### src/rtl/bwt_pkg.sv
// Shared definitions for the BWT prefix-doubling pipeline: key field layout,
// byte width, key triplet type and the sort/rank controller states.
package bwt_pkg;

  localparam int KEY_IDX = 2;
  localparam int KEY_B1  = 1;
  localparam int KEY_B0  = 0;
  localparam int BYTE_W  = 8;

  typedef logic [BYTE_W-1:0] key_t [2:0];

  typedef enum logic [2:0] {IDLE, LOAD, SORT, RANK, DONE} state_t;

  // Strict total order: buckets first, suffix index breaks ties.
  function automatic logic key_gt(input key_t a, input key_t b);
    logic [2*BYTE_W-1:0] ba;
    logic [2*BYTE_W-1:0] bb;
    ba = {a[KEY_B1], a[KEY_B0]};
    bb = {b[KEY_B1], b[KEY_B0]};
    if (ba != bb) return ba > bb;
    return a[KEY_IDX] > b[KEY_IDX];
  endfunction

endpackage

### src/rtl/key_cmp_swap.sv
// Combinational compare-and-swap of two key triplets; lo receives the smaller
// key when enabled, otherwise the inputs pass straight through.
module key_cmp_swap
  import bwt_pkg::*;
(
  input  logic en,
  input  key_t a,
  input  key_t b,
  output key_t lo,
  output key_t hi
);

  logic swap;

  assign swap = en && key_gt(a, b);

  always_comb begin
    for (int f = 0; f < 3; f++) begin
      lo[f] = swap ? b[f] : a[f];
      hi[f] = swap ? a[f] : b[f];
    end
  end

endmodule

### src/rtl/sort_rank_keys.sv
// Sorts STRING_LEN key triplets with an odd-even transposition network (one
// pass per cycle), then walks the sorted list assigning dense bucket ranks.
module sort_rank_keys
  import bwt_pkg::*;
#(
  parameter int STRING_LEN = 8
) (
  input  logic              clk,
  input  logic              rst,
  input  logic              start,
  input  logic [BYTE_W-1:0] keys_in     [0:STRING_LEN-1][2:0],
  output logic [BYTE_W-1:0] sa_out      [0:STRING_LEN-1],
  output logic [BYTE_W-1:0] buckets_out [0:STRING_LEN-1],
  output logic              all_unique,
  output logic              done
);

  localparam int              IDX_W = (STRING_LEN > 2) ? $clog2(STRING_LEN) : 1;
  localparam logic [BYTE_W-1:0] LAST  = 8'(STRING_LEN - 1);
  localparam logic [BYTE_W-1:0] LEN   = 8'(STRING_LEN);

  state_t            state_reg;
  logic [BYTE_W-1:0] cnt_reg;
  logic [BYTE_W-1:0] rank_reg;
  logic [BYTE_W-1:0] rank_next;
  key_t              key_reg  [0:STRING_LEN-1];
  key_t              key_next [0:STRING_LEN-1];
  key_t              lo       [0:STRING_LEN-2];
  key_t              hi       [0:STRING_LEN-2];
  logic [STRING_LEN-2:0] pair_en;

  // Pair (gi, gi+1) is active on passes whose parity matches gi.
  generate
    for (genvar gi = 0; gi < STRING_LEN - 1; gi++) begin : g_cs
      assign pair_en[gi] = (state_reg == SORT) && (cnt_reg[0] == 1'(gi % 2));
      key_cmp_swap u_cs (
        .en (pair_en[gi]),
        .a  (key_reg[gi]),
        .b  (key_reg[gi+1]),
        .lo (lo[gi]),
        .hi (hi[gi])
      );
    end
  endgenerate

  always_comb begin
    key_next = key_reg;
    for (int j = 0; j < STRING_LEN - 1; j++) begin
      if (pair_en[j]) begin
        key_next[j]   = lo[j];
        key_next[j+1] = hi[j];
      end
    end
  end

  logic [IDX_W-1:0]  cur;
  logic [IDX_W-1:0]  prv;
  logic [BYTE_W-1:0] cur_idx;
  logic              bucket_changed;

  assign cur            = cnt_reg[IDX_W-1:0];
  assign prv            = cur - 1'b1;
  assign cur_idx        = key_reg[cur][KEY_IDX];
  assign bucket_changed = {key_reg[cur][KEY_B1], key_reg[cur][KEY_B0]} !=
                          {key_reg[prv][KEY_B1], key_reg[prv][KEY_B0]};
  assign rank_next      = (cnt_reg == '0) ? 8'd1 :
                          (bucket_changed ? rank_reg + 8'd1 : rank_reg);

  always_ff @(posedge clk) begin
    if (state_reg == LOAD) begin
      for (int k = 0; k < STRING_LEN; k++) begin
        for (int f = 0; f < 3; f++) key_reg[k][f] <= keys_in[k][f];
      end
    end else if (state_reg == SORT) begin
      key_reg <= key_next;
    end
  end

  always_ff @(posedge clk) begin
    if (rst) begin
      state_reg  <= IDLE;
      cnt_reg    <= '0;
      rank_reg   <= '0;
      all_unique <= 1'b0;
      done       <= 1'b0;
      for (int k = 0; k < STRING_LEN; k++) begin
        sa_out[k]      <= '0;
        buckets_out[k] <= '0;
      end
    end else begin
      case (state_reg)
        IDLE: if (start) state_reg <= LOAD;
        LOAD: begin
          cnt_reg    <= '0;
          rank_reg   <= '0;
          all_unique <= 1'b0;
          for (int k = 0; k < STRING_LEN; k++) begin
            sa_out[k]      <= '0;
            buckets_out[k] <= '0;
          end
          state_reg <= SORT;
        end
        SORT: begin
          if (cnt_reg == LAST) begin
            cnt_reg   <= '0;
            state_reg <= RANK;
          end else begin
            cnt_reg <= cnt_reg + 8'd1;
          end
        end
        RANK: begin
          sa_out[cur] <= cur_idx;
          // Out-of-range indices are undefined input; their write is dropped.
          if (cur_idx < LEN) buckets_out[cur_idx[IDX_W-1:0]] <= rank_next;
          rank_reg <= rank_next;
          if (cnt_reg == LAST) begin
            cnt_reg    <= '0;
            all_unique <= (rank_next == LEN);
            done       <= 1'b1;
            state_reg  <= DONE;
          end else begin
            cnt_reg <= cnt_reg + 8'd1;
          end
        end
        DONE: begin
          if (start) begin
            done      <= 1'b0;
            state_reg <= LOAD;
          end
        end
        default: state_reg <= IDLE;
      endcase
    end
  end

endmodule

### config.mk
export PLATFORM = sky130hd
export DESIGN_NAME = sort_rank_keys
export DESIGN_NICKNAME = d
export VERILOG_FILES = /design/src/rtl/bwt_pkg.sv /design/src/rtl/key_cmp_swap.sv /design/src/rtl/sort_rank_keys.sv
export SDC_FILE = /design/constraint.sdc
export NUM_CORES = 1
export LEC_CHECK = 0
export ABC_AREA = 0
export BUFFER_PORTS_ARGS = -buffer_cell sky130_fd_sc_hd__buf_2
export CORE_ASPECT_RATIO = 1.25
export CORE_MARGIN = 5
export CORE_UTILIZATION = 40
export DETAILED_ROUTE_END_ITERATION = 12
export SETUP_SLACK_MARGIN = 0.4
export SLEW_MARGIN = 20
export SYNTH_ARGS = -nofsm -noshare
export SYNTH_HDL_FRONTEND = slang
export SYNTH_SLANG_ARGS = --single-unit
### constraint.sdc
create_clock -name clk -period 11.4 [get_ports clk]
set_input_delay 0.57 -clock clk [delete_from_list [all_inputs] [get_ports clk]]
set_output_delay 0.57 -clock clk [all_outputs]
set_load 0.05 [all_outputs]
==> metrics.md, run 1 <==
| Metric | Value |
|---|---|
| Max reg flops | 192 |
| Fillers | 5359 |
| Vias in the first global route | 20100 |
| Vias | 20300 |
| Post-Synth Adder-Cell Area | 0.0950 |
| Clk Tree Root Cell | clkbuf_16 |
| Synth Area in Simple Gates | 0.140 |
| Max Cap Viol | 0 |
| Setup bufs post-CTS | 0 |
| FF+latch area | 0.00876 mm^2 |
| FP Rows | 97 |
| Max rail drop VDD | 0.0925 mV |
| Synthesized cell area | 0.0225 mm^2 |
| Hold endpoint | done |
| Yosys Warn Count | 0 |
| Pwr per Cell Area | 142 mW/mm^2 |
| Final wirelength | 79700 um |
| Mux contribution to synthesized area | 0.130 |
| Setup Crit Path Kind | reg2reg |
| Top cell type by total area after synthesis | edfxtp_1 |
| Worst path arrival time | 6.01 ns |
| Final Util | 0.465 |
| Vias per cell | 5.90 |
| Hpwl dp | 59200 um |
| All-Layer GR Usage | 0.247 |
| Die Area | 0.0612 mm^2 |
| Seq/Total Area, Yosys | 0.389 |
| CTS Buf Count | 39 |
| Clk slew on worst S/H paths | 0.06 ns |
| Period minus WS final | 5.55 ns |
| Combinational power share | 0.220 |
| Hold Buf Count CTS | 0 |
| ANT nets after route | 0 |
| Die Wd | 222 um |
| Post-Synth XOR/XNOR Area | 0.00811 |
| Top post-synthesis cells by area | edfxtp_1, dfxtp_1, ha_1 |
| Mapped Cells | 2423 |
| Die extent in y | 275 um |
| Endpoints failing hold | 0 |
| Ys async rst share | 0 |
| Multi-input gate area | 0.0125 mm^2 |
| Hold Crit Depth | 2 |
| Max incr delay on CP | 0.97 ns |
| FF-to-FF End | buckets_out[18] |
| CTS tree | yes |
| Reg2Reg Depth | 12 |
| #FFs+latches synth | 341 |
| WP buf/inv | 2 |
| Cell depth of the worst setup path | 12 |
| CP Capture Type | register |
| Delay-heaviest family, CP | buffers and inverters |
| Overflow after GRT | 0 |
| Nets | 3028 |
| Maximum clock path buffer count | 3 |
| Hold path start | start |
| Final hold slack | 0.215 ns |
| Port-buffer cells | 324 |
| F_max | 0.180 GHz |
| Cell chain of the critical path | inv_2 > ha_2 > buf_4 > mux4_2 > mux2i_1 > xor2_1 > nor4_1 > o2111ai_4 > o21ai_0 > xor2_1 > nand2b_1 > o21ai_0 |
| Netlist cell types | 78 |
| Status | finished, final reports clean |
| Clk_lat worst skew | 0.59 ns |
| Layout Area Growth over Synthesis | 15.6% |
| Req. time, crit path | 11.85 ns |
| Switching part of the total power | 0.324 |
| Post-CTS Resized | 0 |
| Initial antenna violation count | 22 |
| CP max stage cell | dfxtp_4 |
| Ports | 325 |
| Syn nets | 2789 |
| Worst r2r src | cnt_reg[0] |
| Unrepaired setup endpoints after global routing | false |
| Synth Area in Compound Gates | 0.177 |
| Slew @ Worst Pin | 1.14 ns |
| # setup viols final | 0 |
| Int Power | 2.49 mW |
| Initial Util | 0.402 |
| Synth Area per Inst | 9.29 um^2 |
| Clk pwr share | 0.354 |
| WL/cell | 23.2 um |
| Core area | 0.0559 mm^2 |
| Largest family of logic cells by synthesized area | compound AO/OA/AOI/OAI gates |
| Reg2reg setup slack | 5.85 ns |
| DRC | 0 |
| First-pass GRT wire length | 119000 um |
| Sink Count | 341 |
| Number of flops mapped to enable cells by yosys | 192 |
| Largest fanout on the critical path | 61 |
| Final Max Slew Viols | 0 |
| Psw | 1.19 mW |
| Share of cells above drive strength 1 | 0.187 |
| Pin count of the biggest net entering global routing | 106 |
| Initial DRC count | 1686 |
| Flop pwr share | 0.426 |
| Min-delay worst type | in2reg |
| Dominant synthesized flop cell | edfxtp_1 |
| Placement Cell Area | 0.0247 mm^2 |
| Cell leakage power | 10.7 nW |
| Nature of the critical path startpoint | register |
| Clk_skew | 0.0258 ns |
| Final period utilization | 0.487 |
| Final instance area | 0.0260 mm^2 |
| GP Congestion | 0.894 |
| DRT Pass-1 Iters | 5 |
| Total negative slack | 0 ns |
| Max-slew headroom | 0.241 |
| CTS H-tree lvls | 2 |
| Post-synth top area share | 0.256 |
[layout by cell type, fill, tap and decap left out, types with 12 or more instances in the layout]
cell type,count
inv_1,173
a31oi_1,69
a211oi_1,12
dfxtp_1,146
a22oi_1,39
o21a_1,44
edfxtp_1,192
buf_4,28
a21o_1,29
a21oi_1,64
nor2_1,184
buf_2,324
mux2_2,16
o21ai_0,262
nand2_1,249
ha_1,170
nand2b_1,17
nor2b_1,33
a22o_1,28
clkbuf_16,41
mux2i_1,189
nand4_1,45
mux4_2,34
nand3_1,90
[worst register-to-register path: cells and delay by family, from the launching register on]
| kind | cells | cell delay (ns) |
|---|---|---|
| buffers and inverters | 2 | 1.06 |
| flip-flops | 1 | 0.97 |
| AO/OA/AOI/OAI | 3 | 0.83 |
| AND/OR/NAND/NOR | 2 | 0.80 |
| multiplexers | 2 | 0.75 |
| adder cells (fa/ha/maj) | 1 | 0.65 |
| XOR/XNOR | 2 | 0.37 |
[routing by layer]
metal,vias to the layer above,track usage,part of all wire
met3,193,0.0670,0.089
li1,9323,-,-
met5,-,0,0.0025
met4,32,0.0996,0.043
met1,9854,0.319,0.41
met2,882,0.397,0.46
[cells by family after synthesis]
kind of cell               Yosys count
DFF                                341
AOI/OAI and AO/OA                  630
xor gates and xnor gates            20
adders and majority gates          171
and+or+nand+nor                    689
buffers and inverters              329
muxes                              243
[how the worst max path moves through the flow]
| stage | slack, ns | endpoint | start |
|---|---|---|---|
| finish | 5.85 | buckets_out[18] | cnt_reg[0] |
| global route | 5.44 | buckets_out[30] | cnt_reg[0] |
| CTS | 5.80 | buckets_out[8] | cnt_reg[0] |
| detailed placement | 5.79 | buckets_out[0] | cnt_reg[0] |
| global placement | 6.00 | rank_reg[1] | cnt_reg[0] |
| floorplan | 7.26 | key_reg[0] | cnt_reg[0] |
[area by class of cell]
type	count	share of cell area
Tap cell	742	0.0357
Sequential cell	341	0.337
Timing Repair Buffer	353	0.0712
Clock buffer	52	0.0422
Clock inverter	17	0.00822
Inverter	174	0.0251
Multi-Input combinational cell	1753	0.481
Antenna cell	6	0.000577
[synth_stat cells, types with 12 or more instances]
| library cell | number |
|---|---|
| a211oi_1 | 12 |
| a21o_1 | 29 |
| a21oi_1 | 67 |
| a22o_1 | 28 |
| a22oi_1 | 39 |
| a31oi_1 | 70 |
| buf_1 | 15 |
| buf_2 | 23 |
| clkbuf_1 | 101 |
| dfxtp_1 | 149 |
| edfxtp_1 | 192 |
| ha_1 | 171 |
| inv_1 | 173 |
| mux2_2 | 16 |
| mux2i_1 | 189 |
| mux4_2 | 34 |
| nand2_1 | 250 |
| nand2b_1 | 19 |
| nand3_1 | 90 |
| nand4_1 | 45 |
| nor2_1 | 189 |
| nor2b_1 | 33 |
| o21a_1 | 44 |
| o21ai_0 | 262 |
[power by group through the flow]
stage	clock network, mW	registers [mW]	logic [mW]
3_5_place_dp	0	1.59	0.805
5_1_grt	1.37	1.58	0.899
4_1_cts	1.33	1.56	0.809
6_report	1.30	1.57	0.809
2_1_floorplan	0	1.51	0.584
3_3_place_gp	0	1.59	0.773
[stage by stage]
step | power [mW] | instances | setup WS [ns]
after floorplan | 2.09 | 2423 | 7.26
after global placement | 2.36 | 3361 | 6.00
after detailed placement | 2.39 | 3361 | 5.79
after CTS | 3.70 | 3430 | 5.80
after global routing | 3.85 | 3433 | 5.44
final | 3.68 | 3438 | 5.85
No activity file was read; power rests on OpenSTA's default activity.
==> inputs of run 2 (changes only) <==
Settings changed: ABC_AREA 0 to 1.
Clock period 11.4 ns to 5.1 ns, I/O delays scaled along.
==> run 2 against run 1 <==
  * Global-route usage grew 1.8 points
  * Largest cell class unchanged
  * Combinational power grew to 11 times the previous value
  * Via count grew 14%
==> metrics.md, run 2 <==
| Metric | Value |
|---|---|
| Post-Synth Adder-Cell Area | 0.0950 |
| Cell leakage power | 12.1 nW |
| Largest fanout on the critical path | 13 |
| FP Rows | 97 |
| Core area | 0.0559 mm^2 |
| CP Capture Type | register |
| Vias | 23200 |
| Ports | 325 |
| Power Total | 16.8 mW |
| Overflow after GRT | 0 |
| Most frequent cells after synthesis | nand2_1, inv_1, a21oi_1, edfxtp_1, ha_1 |
| Clk slew on worst S/H paths | 0.07 ns |
| Yosys Warn Count | 0 |
| Port-buffer cells | 324 |
| Nets | 3802 |
| Status | finished, final reports clean |
| #FFs+latches synth | 341 |
| Period minus WS final | 4.29 ns |
| Initial antenna violation count | 1 |
| Initial DRC count | 2479 |
| Setup Crit Path Kind | reg2reg |
| Slew @ Worst Pin | 0.932 ns |
| Setup bufs post-CTS | 0 |
| Endpoints failing hold | 0 |
| # setup viols final | 0 |
| Cell repeated most along the worst path | nor2_1 |
| Sink Count | 341 |
| Top post-synthesis cells by area | edfxtp_1, nand2_1, dfxtp_1 |
| Post-Synth XOR/XNOR Area | 0.00389 |
| First-pass GRT wire length | 128000 um |
| Final hold slack | 0.0137 ns |
| Vias per cell | 5.51 |
| Dominant synthesized flop cell | edfxtp_1 |
| Die Wd | 222 um |
| DRC | 0 |
| All-Layer GR Usage | 0.266 |
| Nature of the critical path startpoint | register |
| Mapped Cells | 3048 |
| Max incr delay on CP | 0.67 ns |
| Antenna fix cells | 0 |
| Synthesized cell area | 0.0225 mm^2 |
| Share of cells above drive strength 1 | 0.137 |
| F_max | 0.233 GHz |
| Syn nets | 3414 |
| Most frequent cells in the layout | nand2_1, buf_2, inv_1, a21oi_1, edfxtp_1 |
| Hold Buf Count CTS | 131 |
| ANT nets after route | 0 |
| Max reg flops | 192 |
| Final period utilization | 0.840 |
| CTS H-tree lvls | 2 |
| Post-synth top area share | 0.256 |
| Clk Tree Root Cell | clkbuf_16 |
| Post-CTS Resized | 0 |
| Max-slew headroom | 0.378 |
| Number of flops mapped to enable cells by yosys | 192 |
| Clk_lat worst skew | 0.58 ns |
| Max Cap Viol | 0 |
| Synth Area in Simple Gates | 0.277 |
| Final Max Slew Viols | 0 |
| Unrepaired setup endpoints after global routing | false |
| Netlist cell types | 46 |
| Maximum clock path buffer count | 3 |
| DRT Pass-1 Iters | 6 |
| Most common cell after layout, fill and taps aside | nand2_1 |
| Hpwl dp | 63500 um |
| Largest family of logic cells by synthesized area | simple AND/OR/NAND/NOR gates |
| Pin count of the biggest net entering global routing | 194 |
| Cell chain of the critical path | inv_1 > nor2_1 > inv_1 > nor2_1 > clkinv_1 > nor2_1 > nand2_1 > nor2_1 > nor2_1 > a21oi_2 > buf_4 |
| CP max stage cell | nor2_1 |
| CTS tree | yes |
| Seq/Total Area, Yosys | 0.388 |
| Layout Area Growth over Synthesis | 21.2% |
| CTS Buf Count | 39 |
| Most frequent cell after synthesis | nand2_1 |
| Final wirelength | 85800 um |
| Synth Area in Compound Gates | 0.160 |
| Vias in the first global route | 22000 |
| Total negative slack | 0 ns |
| Req. time, crit path | 5.37 ns |
| Clk_skew | 0.0177 ns |
| Top cell type by total area after synthesis | edfxtp_1 |
| Max rail drop VDD | 0.390 mV |
| Die Area | 0.0612 mm^2 |
| Synth Area per Inst | 7.39 um^2 |
| Pwr per Cell Area | 617 mW/mm^2 |
| Initial Util | 0.403 |
| Mux contribution to synthesized area | 0 |
| GP Congestion | 0.954 |
| Min-delay worst type | in2reg |
| Worst path arrival time | 4.55 ns |
| WL/cell | 20.4 um |
| Ys async rst share | 0 |
| Die extent in y | 275 um |
run 2: critical path: cells and delay by family, from the launching register on:
kind            cells  cell delay (ns)
simple gates        6             1.76
flops               1             0.40
buf+inv             4             1.22
compound gates      1             0.58
run 2: area by class of cell:
type / count / area [um^2]
inverter: 278 / 1050
fill: 5546 / 28600
sequential: 341 / 8750
clock buffer: 47 / 1070
timing repair buffer: 488 / 3210
clock inverter: 25 / 175
tap: 742 / 928
multi-input combinational: 2288 / 12100
run 2: logic make-up after synthesis:
kind of cell	count (synthesis)
AOI/OAI and AO/OA	584
xor gates and xnor gates	10
adders and majority gates	171
buffers and inverters	419
DFF	341
and+or+nand+nor	1523
run 2: stage by stage:
stage	instances	util	instance area [um^2]	worst slack, ns
2_1_floorplan	3048	-	22500	1.79
3_3_place_gp	4006	0.442	24700	1.00
3_5_place_dp	4006	0.442	24700	0.910
4_1_cts	4209	0.488	27300	0.896
5_1_grt	4209	0.488	27300	0.547
6_report	4209	0.488	27300	0.814
run 2: path summary, 6_finish.rpt:
kind | slack [ns] | to | from | cells past startpoint
setup / recovery | 0.81 | key_reg[83] | state_reg[1] | 11
hold / removal | 0.01 | key_reg[179] | keys_in[179] | 3
setup reg to reg | 0.81 | key_reg[83] | state_reg[1] | 11
hold reg to reg | 0.46 | buckets_out[31] | buckets_out[31] | 2
run 2: metal layers:
metal,global-route usage,share of wire
met5,0,0.00015
met4,0.0982,0.039
met3,0.0365,0.079
met2,0.436,0.46
met1,0.360,0.42
run 2: where the power goes:
group          switching, mW  internal (mW)
clock                   1.28           1.52
combinational           6.40           2.78
sequential             0.736           4.13
==> inputs of run 3 (changes only) <==
Clock period 5.1 ns to 4.12 ns, I/O delays scaled along.
==> run 3 against run 2 <==
  * Maximum frequency rose by 23%
  * Highest routed layer is now met4
  * Clock-buffer cell count rose by 2
  * Sequential power rose by 23%
  * Combinational power rose by 25%
==> metrics.md, run 3 (synthesis gave the netlist of run 2 again) <==
| Metric | Value |
|---|---|
| Final hold slack | 0.000552 ns |
| Max incr delay on CP | 0.53 ns |
| Core area | 0.0559 mm^2 |
| WL/cell | 20.3 um |
| CTS tree | yes |
| Die extent in y | 275 um |
| Final instance area | 0.0280 mm^2 |
| Delay-heaviest family, CP | simple AND/OR/NAND/NOR gates |
| Layout Cells excl Fill | 4266 |
| Cell depth of the worst setup path | 10 |
| Total negative slack | 0 ns |
| Maximum clock path buffer count | 3 |
| Nature of the critical path startpoint | register |
| Req. time, crit path | 4.38 ns |
| Ports | 325 |
| Max Cap Viol | 0 |
| Clk slew on worst S/H paths | 0.06 ns |
| Die Wd | 222 um |
| Period minus WS final | 3.47 ns |
| # setup viols final | 0 |
| Min-delay worst type | in2reg |
| First-pass GRT wire length | 130000 um |
| Most frequent cells in the layout | nand2_1, buf_2, inv_1, a21oi_1, edfxtp_1 |
| DP Cell Count | 4013 |
| Initial Util | 0.403 |
| CP Capture Point | key_reg[35] |
| Setup Crit Path Kind | reg2reg |
| Power Total | 21.0 mW |
| CP max stage cell | nor3_1 |
| FF-to-FF End | key_reg[35] |
| F_max | 0.288 GHz |
| Sink Count | 341 |
| CTS H-tree lvls | 2 |
| Pwr per Cell Area | 751 mW/mm^2 |
| Worst setup startpoint | key_reg[37] |
| Final wirelength | 86700 um |
| WP buf/inv | 2 |
| Hpwl dp | 63700 um |
| Vias in the first global route | 22200 |
| Final Max Slew Viols | 0 |
| Unrepaired setup endpoints after global routing | false |
| Max reg flops | 192 |
| All-Layer GR Usage | 0.268 |
| Status | finished, final reports clean |
| Clk_lat worst skew | 0.57 ns |
| Worst r2r src | key_reg[37] |
| Most common cell after layout, fill and taps aside | nand2_1 |
| Vias per cell | 5.50 |
| Cell repeated most along the worst path | nor2_1 |
| Die Area | 0.0612 mm^2 |
| Vias | 23500 |
| Max rail drop VDD | 0.510 mV |
| Largest fanout on the critical path | 11 |
| Clk_skew | 0.0167 ns |
| Reg2reg setup slack | 0.65 ns |
| CTS Buf Count | 39 |
| Initial antenna violation count | 0 |
| CP Capture Type | register |
| Max-slew headroom | 0.300 |
| Clk Tree Root Cell | clkbuf_16 |
| DRT Pass-1 Iters | 6 |
| Overflow after GRT | 0 |
| Reg2Reg Depth | 10 |
| Layout Area Growth over Synthesis | 24.1% |
| Endpoints failing hold | 0 |
| Pin count of the biggest net entering global routing | 150 |
| Share of cells above drive strength 1 | 0.136 |
| Placement Cell Area | 0.0248 mm^2 |
| Worst path arrival time | 3.73 ns |
| DRC | 0 |
| ANT nets after route | 0 |
| FP Rows | 97 |
| Slew @ Worst Pin | 1.05 ns |
| Initial DRC count | 2578 |
| Nets | 3864 |
| GP Congestion | 0.959 |
| Cell chain of the critical path | inv_1 > ha_1 > nand4_1 > nor3_1 > nor3b_1 > a211oi_1 > nor2_1 > nor2_1 > a21oi_2 > buf_4 |
| Port-buffer cells | 324 |
| Cell leakage power | 12.4 nW |
| Final period utilization | 0.842 |
==> run 3: cell types whose count changed in the layout (fill, tap and decap cells not counted), moves of 2 or more <==
cell / previous run / this run
buf_4: 32 / 35
clkbuf_1: 3 / 8
nor4_2: 2 / 5
dlygate4sd3_1: 131 / 186
clkinv_2: 10 / 7
buf_6: 0 / 2
clkinv_4: 2 / 0
bufinv_16: 0 / 3
clkinv_1: 12 / 9
clkbuf_8: 4 / 0
nor4_1: 7 / 4
buf_12: 2 / 4
==> run 3: area by class of cell <==
cell class / count / area, um^2
Clock inverter: 17 / 179
Timing Repair Buffer: 550 / 3840
Multi-Input combinational cell: 2288 / 12100
Sequential cell: 341 / 8750
Fill cell: 5457 / 28000
Clock buffer: 49 / 1060
Tap cell: 742 / 928
Antenna cell: 1 / 2.50
Inverter: 278 / 1050
==> run 3: what timing repair did <==
item                                    in CTS  in global routing
hold buffers                               186                  0
endpoints found under the setup margin       0                 70
gates resized for setup                      0                  8
endpoints found under the hold margin      197                  0
buffers inserted                             0                  0
==> run 3: layer usage <==
| layer | wire [um] | vias to the layer above | global-route usage |
|---|---|---|---|
| met5 | 0 | - | 0 |
| met1 | 36500 | 11000 | 0.360 |
| li1 | - | 11300 | - |
| met2 | 40700 | 1054 | 0.447 |
| met3 | 6480 | 165 | 0.0381 |
| met4 | 3060 | 0 | 0.0904 |
==> run 3: how the worst min path moves through the flow <==
stage / startpoint / end / cells past startpoint
after global routing: keys_in[112] / key_reg[112] / 3
after detailed placement: buckets_out[22] / buckets_out[22] / 2
after global placement: buckets_out[22] / buckets_out[22] / 2
final: keys_in[112] / key_reg[112] / 3
after CTS: keys_in[112] / key_reg[112] / 3
after floorplan: start / done / 1
==> run 3: metrics by stage <==
step	setup WS, ns	util
2_1_floorplan	0.811	-
3_3_place_gp	0.480	0.444
3_5_place_dp	0.439	0.444
4_1_cts	0.422	0.499
5_1_grt	0.421	0.500
6_report	0.649	0.500
==> run 3: worst reg2reg max path, stage by stage, from the launching register on <==
cell	delay, ns
edfxtp_1	0.52
inv_1	0.17
ha_1	0.33
nand4_1	0.13
nor3_1	0.53
nor3b_1	0.40
a211oi_1	0.13
nor2_1	0.14
nor2_1	0.11
a21oi_2	0.37
buf_4	0.32
==> run 3: power breakdown <==
part           internal (mW)  total, mW  switching [mW]
clock network           2.01       3.51            1.50
logic                   3.53       11.5            7.95
registers               5.11       6.00           0.895
total                   10.6       21.0            10.4
